<file path="config.mk">
export PLATFORM = sky130hd
export DESIGN_NAME = perf_counter_unit
export DESIGN_NICKNAME = d
export VERILOG_FILES = /design/src/rtl/perf_counter_unit.sv
export SDC_FILE = /design/constraint.sdc
export NUM_CORES = 1
export LEC_CHECK = 0
export BUFFER_PORTS_ARGS = -buffer_cell sky130_fd_sc_hd__buf_2
export CAP_MARGIN = 20
export CORE_AREA = 2 2 192 194
export CTS_BUF_LIST = sky130_fd_sc_hd__clkbuf_8
export DETAILED_ROUTE_END_ITERATION = 16
export DIE_AREA = 0 0 194 196
export GPL_TIMING_DRIVEN = 0
export PLACE_DENSITY_LB_ADDON = 0.1
export SETUP_SLACK_MARGIN = 0.4
export SLEW_MARGIN = 40
export SYNTH_ARGS = -nofsm -noshare
export SYNTH_HDL_FRONTEND = slang
export SYNTH_SLANG_ARGS = --single-unit
</file>
<file path="constraint.sdc">
create_clock -name clk -period 2.9 [get_ports clk]
set_input_delay 0.29 -clock clk [delete_from_list [all_inputs] [get_ports clk]]
set_output_delay 0.29 -clock clk [all_outputs]
set_load 0.05 [all_outputs]
</file>
<file path="src/rtl/perf_counter_unit.sv">
// Performance counters for cycles, retired instructions, cache requests/hits and stalls,
// with a run/pause/halt state machine and a one-cycle-latency readout port.
module perf_counter_unit #(
    parameter int CNT_W = 32,
    parameter bit SAT   = 1'b1
) (
    input  logic             clk,
    input  logic             rst,
    input  logic             enable,
    input  logic             clear,
    input  logic             retire_regwrite,
    input  logic             retire_memwrite,
    input  logic             halt,
    input  logic             stall,
    input  logic             icache_req,
    input  logic             icache_hit,
    input  logic             dcache_req,
    input  logic             dcache_hit,
    input  logic             rd_en,
    input  logic [2:0]       rd_sel,
    output logic [CNT_W-1:0] rd_data,
    output logic             rd_valid,
    output logic [1:0]       state,
    output logic             halted
);

    localparam int NUM_CNT = 7;

    typedef enum logic [1:0] {
        ST_IDLE   = 2'b00,
        ST_RUN    = 2'b01,
        ST_HALTED = 2'b10
    } state_e;

    state_e             state_q, state_d;
    logic               halted_q, halted_d;
    logic [CNT_W-1:0]   cnt_q [NUM_CNT];
    logic [CNT_W-1:0]   cnt_d [NUM_CNT];
    logic [NUM_CNT-1:0] ovf_q, ovf_d;
    logic [NUM_CNT-1:0] inc;
    logic [CNT_W-1:0]   rd_data_q, rd_data_d;
    logic               rd_valid_q, rd_valid_d;
    logic [CNT_W-1:0]   sel_val;
    logic [CNT_W-1:0]   status_val;
    logic [9:0]         status_raw;

    always_comb begin
        state_d = state_q;
        if (clear) begin
            state_d = ST_IDLE;
        end else begin
            case (state_q)
                ST_IDLE:   state_d = enable ? ST_RUN : ST_IDLE;
                ST_RUN: begin
                    if (halt)
                        state_d = ST_HALTED;
                    else if (!enable)
                        state_d = ST_IDLE;
                    else
                        state_d = ST_RUN;
                end
                ST_HALTED: state_d = ST_HALTED;
                default:   state_d = ST_IDLE;
            endcase
        end
        halted_d = (state_d == ST_HALTED);
    end

    always_comb begin
        inc    = '0;
        inc[0] = 1'b1;
        inc[1] = halt | retire_regwrite | retire_memwrite;
        inc[2] = icache_req;
        inc[3] = icache_req & icache_hit;
        inc[4] = dcache_req;
        inc[5] = dcache_req & dcache_hit;
        inc[6] = stall;
    end

    // An increment from all-ones is the overflow event; the counter then either
    // sticks at all-ones or rolls over depending on SAT.
    always_comb begin
        cnt_d = cnt_q;
        ovf_d = ovf_q;
        if (clear) begin
            for (int i = 0; i < NUM_CNT; i++) cnt_d[i] = '0;
            ovf_d = '0;
        end else if (state_q == ST_RUN) begin
            for (int i = 0; i < NUM_CNT; i++) begin
                if (inc[i]) begin
                    if (&cnt_q[i]) begin
                        ovf_d[i] = 1'b1;
                        cnt_d[i] = SAT ? cnt_q[i] : '0;
                    end else begin
                        cnt_d[i] = cnt_q[i] + CNT_W'(1);
                    end
                end
            end
        end
    end

    always_comb begin
        status_raw = {state_q, 1'b0, ovf_q};
        status_val = CNT_W'(status_raw);
        sel_val    = status_val;
        for (int i = 0; i < NUM_CNT; i++) begin
            if (rd_sel == 3'(i)) sel_val = cnt_q[i];
        end
        rd_valid_d = rd_en;
        rd_data_d  = rd_en ? sel_val : rd_data_q;
    end

    always_ff @(posedge clk or negedge rst) begin
        if (!rst) begin
            state_q    <= ST_IDLE;
            halted_q   <= 1'b0;
            ovf_q      <= '0;
            rd_data_q  <= '0;
            rd_valid_q <= 1'b0;
            for (int i = 0; i < NUM_CNT; i++) cnt_q[i] <= '0;
        end else begin
            state_q    <= state_d;
            halted_q   <= halted_d;
            ovf_q      <= ovf_d;
            rd_data_q  <= rd_data_d;
            rd_valid_q <= rd_valid_d;
            cnt_q      <= cnt_d;
        end
    end

    assign state    = state_q;
    assign halted   = halted_q;
    assign rd_data  = rd_data_q;
    assign rd_valid = rd_valid_q;

endmodule

</file>
==> summary.md <==
| Metric | Value |
|---|---|
| Mean instance size in the synthesized netlist | 8.77 um2 |
| Terminus of the critical flop-to-flop path | cnt_q[210] |
| Syn. warnings | 0 |
| Area post-placement | 0.0174 mm2 |
| Insertion delay of the later-clocked pin in the worst-skew pair | 0.66 ns |
| Launching element of the worst setup path | clear |
| Arrival time of data at the critical path endpoint | 3.07 ns |
| Min cycle time layout | 2.57 ns |
| Number of buffer cells added on primary ports | 50 |
| Result of the run | complete, no violations |
| Mux cell area share after synthesis | 5.24% |
| Final-report hold violation count | 0 |
| Row cnt | 70 |
| Portion of the clock cycle consumed by the worst path in the final layout | 88.8% |
| Worst hold slack across all endpoints | 0.102 ns |
| Sort of element at the start of the critical path | primary input |
| Maximum Capacitance Violations | 0 |
| Global Route Usage Sum | 33.8% |
| IR drop worst, VDD | 357 uV |
| Core footprint | 0.0361 mm2 |
| Clock Skews | 0.0369 ns |
| Cell area after technology mapping | 0.0164 mm2 |
| Layout Cells excl Fill | 2510 |
| CTS sink cnt | 267 |
| Arithmetic-cell share of the synthesized area counting full adders, half adders and majority gates | 0.533% |
| Worst r2r path cells | 5 |
| I/O pins | 52 |
| Total wire length after detailed routing | 64700 um |
| Synth Area in Compound Gates | 20.0% |
| Largest family of logic cells by synthesized area | simple AND/OR/NAND/NOR gates |
| Final cell area excluding filler cells | 0.0189 mm2 |
| Number of enable flip-flop cells after synthesis | 0 |
| Fraction of the yosys area taken by sequential cells | 40.7% |
| Power per standard cell area | 443 mW/mm2 |
| CTS root buffer | sky130_fd_sc_hd__clkbuf_8 |
| Leakage power figure | 7.36 nW |
| Antenna-violating nets left | 0 |
| Final HPWL from detailed placement | 48000 um |
| Detailed-routing iteration count for the pre-antenna-repair pass | 5 |
| Total Power | 8.38 mW |
| Yosys cell types | 78 |
| Via count of the first global-routing pass | 15400 |
| Number of setup violations in the final report | 0 |
| Routed wire per std cell | 25.8 um |
| DRC violations left | 0 |
| Die height | 196 um |
| Worst EP required | 3.39 ns |
| FFs w/ async S/R, synth | 100% |
| Number of antenna violations at the first check in global routing | 1 |
| CTS max path bufs | 3 |
| Simple-gate share of the synthesized area | 25.2% |
| Commonest cells after routing, fill and taps aside | sky130_fd_sc_hd__dfrtp_1 (261), sky130_fd_sc_hd__nor2_1 (193), sky130_fd_sc_hd__a21oi_1 (138) |
| Flip-flop and latch count after synthesis | 267 |
| Most used flip-flop cell after synthesis | sky130_fd_sc_hd__dfrtp_1 |
| Count of vias placed by the detailed router | 16400 |
| Drt via density | 6.52 |
| Post-Syn Instances | 1874 |
| Layout filler cell count | 3456 |
| Critical Path Fanout Max | 11 |
| Share of the synthesized netlist area taken by xor and xnor gates | 3.94% |
| Htree depth | 2 |
| Share of final-layout standard cells stronger than drive strength 1 | 15.7% |
| Die width | 194 um |
| Most common cell after layout, fill and taps aside | sky130_fd_sc_hd__dfrtp_1 |
| Die area | 0.0380 mm2 |
| Total number of nets in the final design | 2027 |
| Final slew viol count | 0 |
| Synthesized netlist net count | 1897 |
| Worst setup path endpoint | ovf_q[2] |
| Worst-path clk slew | 0.06 ns |
| Tightest Hold Check Type | primary input to async pin |
| Number of design-rule violations left by the first detailed-router iteration | 1839 |
| Slew at the pin with the worst max-slew slack | 0.857 ns |
| Maximum clock rate | 388 MHz |
| GPL Wtd Cong | 1.01 |
| Setup TNS | 0 ns |
| Worst reg2reg path startpoint | cnt_q[216] |
| First-pass GRT wire length | 97100 um |
| Largest net degree at the start of global routing | 73 |
| Worst Setup End Kind | flop |
| Largest cells by area after synthesis | sky130_fd_sc_hd__dfrtp_1 (41%), sky130_fd_sc_hd__nor2_1 (4.4%), sky130_fd_sc_hd__a21oi_1 (4.3%) |
| Residual overflow from global routing | 0 |
| Post-synth top area share | 40.7% |
| Effective utilization at floorplan | 45.5% |
| Cell type with the largest total area after synthesis | sky130_fd_sc_hd__dfrtp_1 |
| Number of CTS-inserted buffers | 50 |
| Setup repair after global routing missed its margin | true |
| Relative slew slack | 42.4% |
| CP Class | primary input to flop |
| Flop2flop setup slack | 0.41 ns |
| Number of instances in the placed design | 2396 |
| Area added between synthesis and finish | 15.1% |
| CTS tree | done |
-- cells in the mapped netlist (11+ instances only) --
cell type,number
sky130_fd_sc_hd__o221ai_1,20
sky130_fd_sc_hd__and2_1,19
sky130_fd_sc_hd__nor2b_1,30
sky130_fd_sc_hd__nor4_1,19
sky130_fd_sc_hd__a31o_2,13
sky130_fd_sc_hd__nand3_1,97
sky130_fd_sc_hd__or3_1,62
sky130_fd_sc_hd__dfrtp_1,267
sky130_fd_sc_hd__mux2i_1,11
sky130_fd_sc_hd__or4_1,32
sky130_fd_sc_hd__a22oi_1,40
sky130_fd_sc_hd__a211oi_1,17
sky130_fd_sc_hd__a21oi_1,140
sky130_fd_sc_hd__o21a_1,14
sky130_fd_sc_hd__buf_1,11
sky130_fd_sc_hd__xnor2_1,65
sky130_fd_sc_hd__o31ai_1,27
sky130_fd_sc_hd__o22ai_1,29
sky130_fd_sc_hd__nor3_1,36
sky130_fd_sc_hd__nor2_1,194
sky130_fd_sc_hd__inv_1,68
sky130_fd_sc_hd__and3_1,36
sky130_fd_sc_hd__a31oi_1,19
sky130_fd_sc_hd__and4_1,35
sky130_fd_sc_hd__clkbuf_1,91
sky130_fd_sc_hd__mux2_2,45
sky130_fd_sc_hd__buf_2,12
sky130_fd_sc_hd__nand2_1,115
sky130_fd_sc_hd__o21ai_0,95
sky130_fd_sc_hd__nand4_1,53
-- metal layers --
layer  global-route usage, %  wire, um
met5                       0         0
met4                    18.6      3890
met3                    5.17      5060
met2                    51.7     28300
met1                    46.0     27400
-- state kept, by name, indices dropped and copies added (netlist names) --
| signal | count |
|---|---|
| rd_valid | 1 |
| ovf_q | 7 |
| cnt_q | 224 |
| halted | 1 |
| state | 2 |
| rd_data | 32 |
-- worst min-delay path by stage --
stage / end / cells past startpoint
4_1_cts: cnt_q[121] / 2
3_3_place_gp: rd_valid / 1
6_report: cnt_q[113] / 2
2_1_floorplan: cnt_q[0] / 0
5_1_grt: cnt_q[115] / 2
3_5_place_dp: cnt_q[107] / 1
-- where the power goes --
part	leakage (nW)	internal, mW	switching [mW]	total (mW)
Sequential	3.68	3.77	0.0537	3.83
Clock	0.583	1.97	1.77	3.74
Combinational	3.09	0.189	0.623	0.812
Total	7.36	5.93	2.45	8.38
-- worst max-delay path, cell delays in order --
cell                       delay [ns]
sky130_fd_sc_hd__buf_2           0.32
sky130_fd_sc_hd__clkbuf_2        0.48
sky130_fd_sc_hd__clkbuf_2        0.47
sky130_fd_sc_hd__buf_2           0.48
sky130_fd_sc_hd__clkbuf_2        0.41
sky130_fd_sc_hd__clkbuf_2        0.50
sky130_fd_sc_hd__nor2_1          0.10
-- per-stage QoR --
stage | setup WS, ns | utilization (%)
after floorplan | 0.411 | -
after global placement | -3.73 | 47.9
after detailed placement | -1.19 | 48.3
after CTS | 0.372 | 51.6
after global routing | 0.286 | 52.4
final | 0.325 | 52.4
-- cells by family (layout without fill, tap and decap cells) --
kind of cell    Yosys count  count (layout)
simple gates            773             773
buf+inv                 185             352
other cells               0               1
xor+xnor                 74              74
flops                   267             267
fa+ha+maj                 7               7
mux                      67              67
compound gates          501             501
-- area by class of cell --
type                    instances  area (um2)  share of cell area, %
multi-input cells            1422        9310                   49.2
flip-flops and latches        267        6690                   35.4
clock buffers                  64         881                   4.66
well taps                     468         586                   3.10
repair buffers                 78         563                   2.98
plain buffers                 116         518                   2.74
inverters                      69         259                   1.37
clock inverters                25         110                  0.582
diodes                          1        2.50                 0.0132
-- timing repair --
action                                 CTS  global route
setup endpoints to repair              226           148
endpoints found under the hold margin  143             0
pin swaps                                5             6
resized for setup                       30            61
setup buffers                            8            11
hold buffers                             5             0
(Power assumes the default switching activity.)
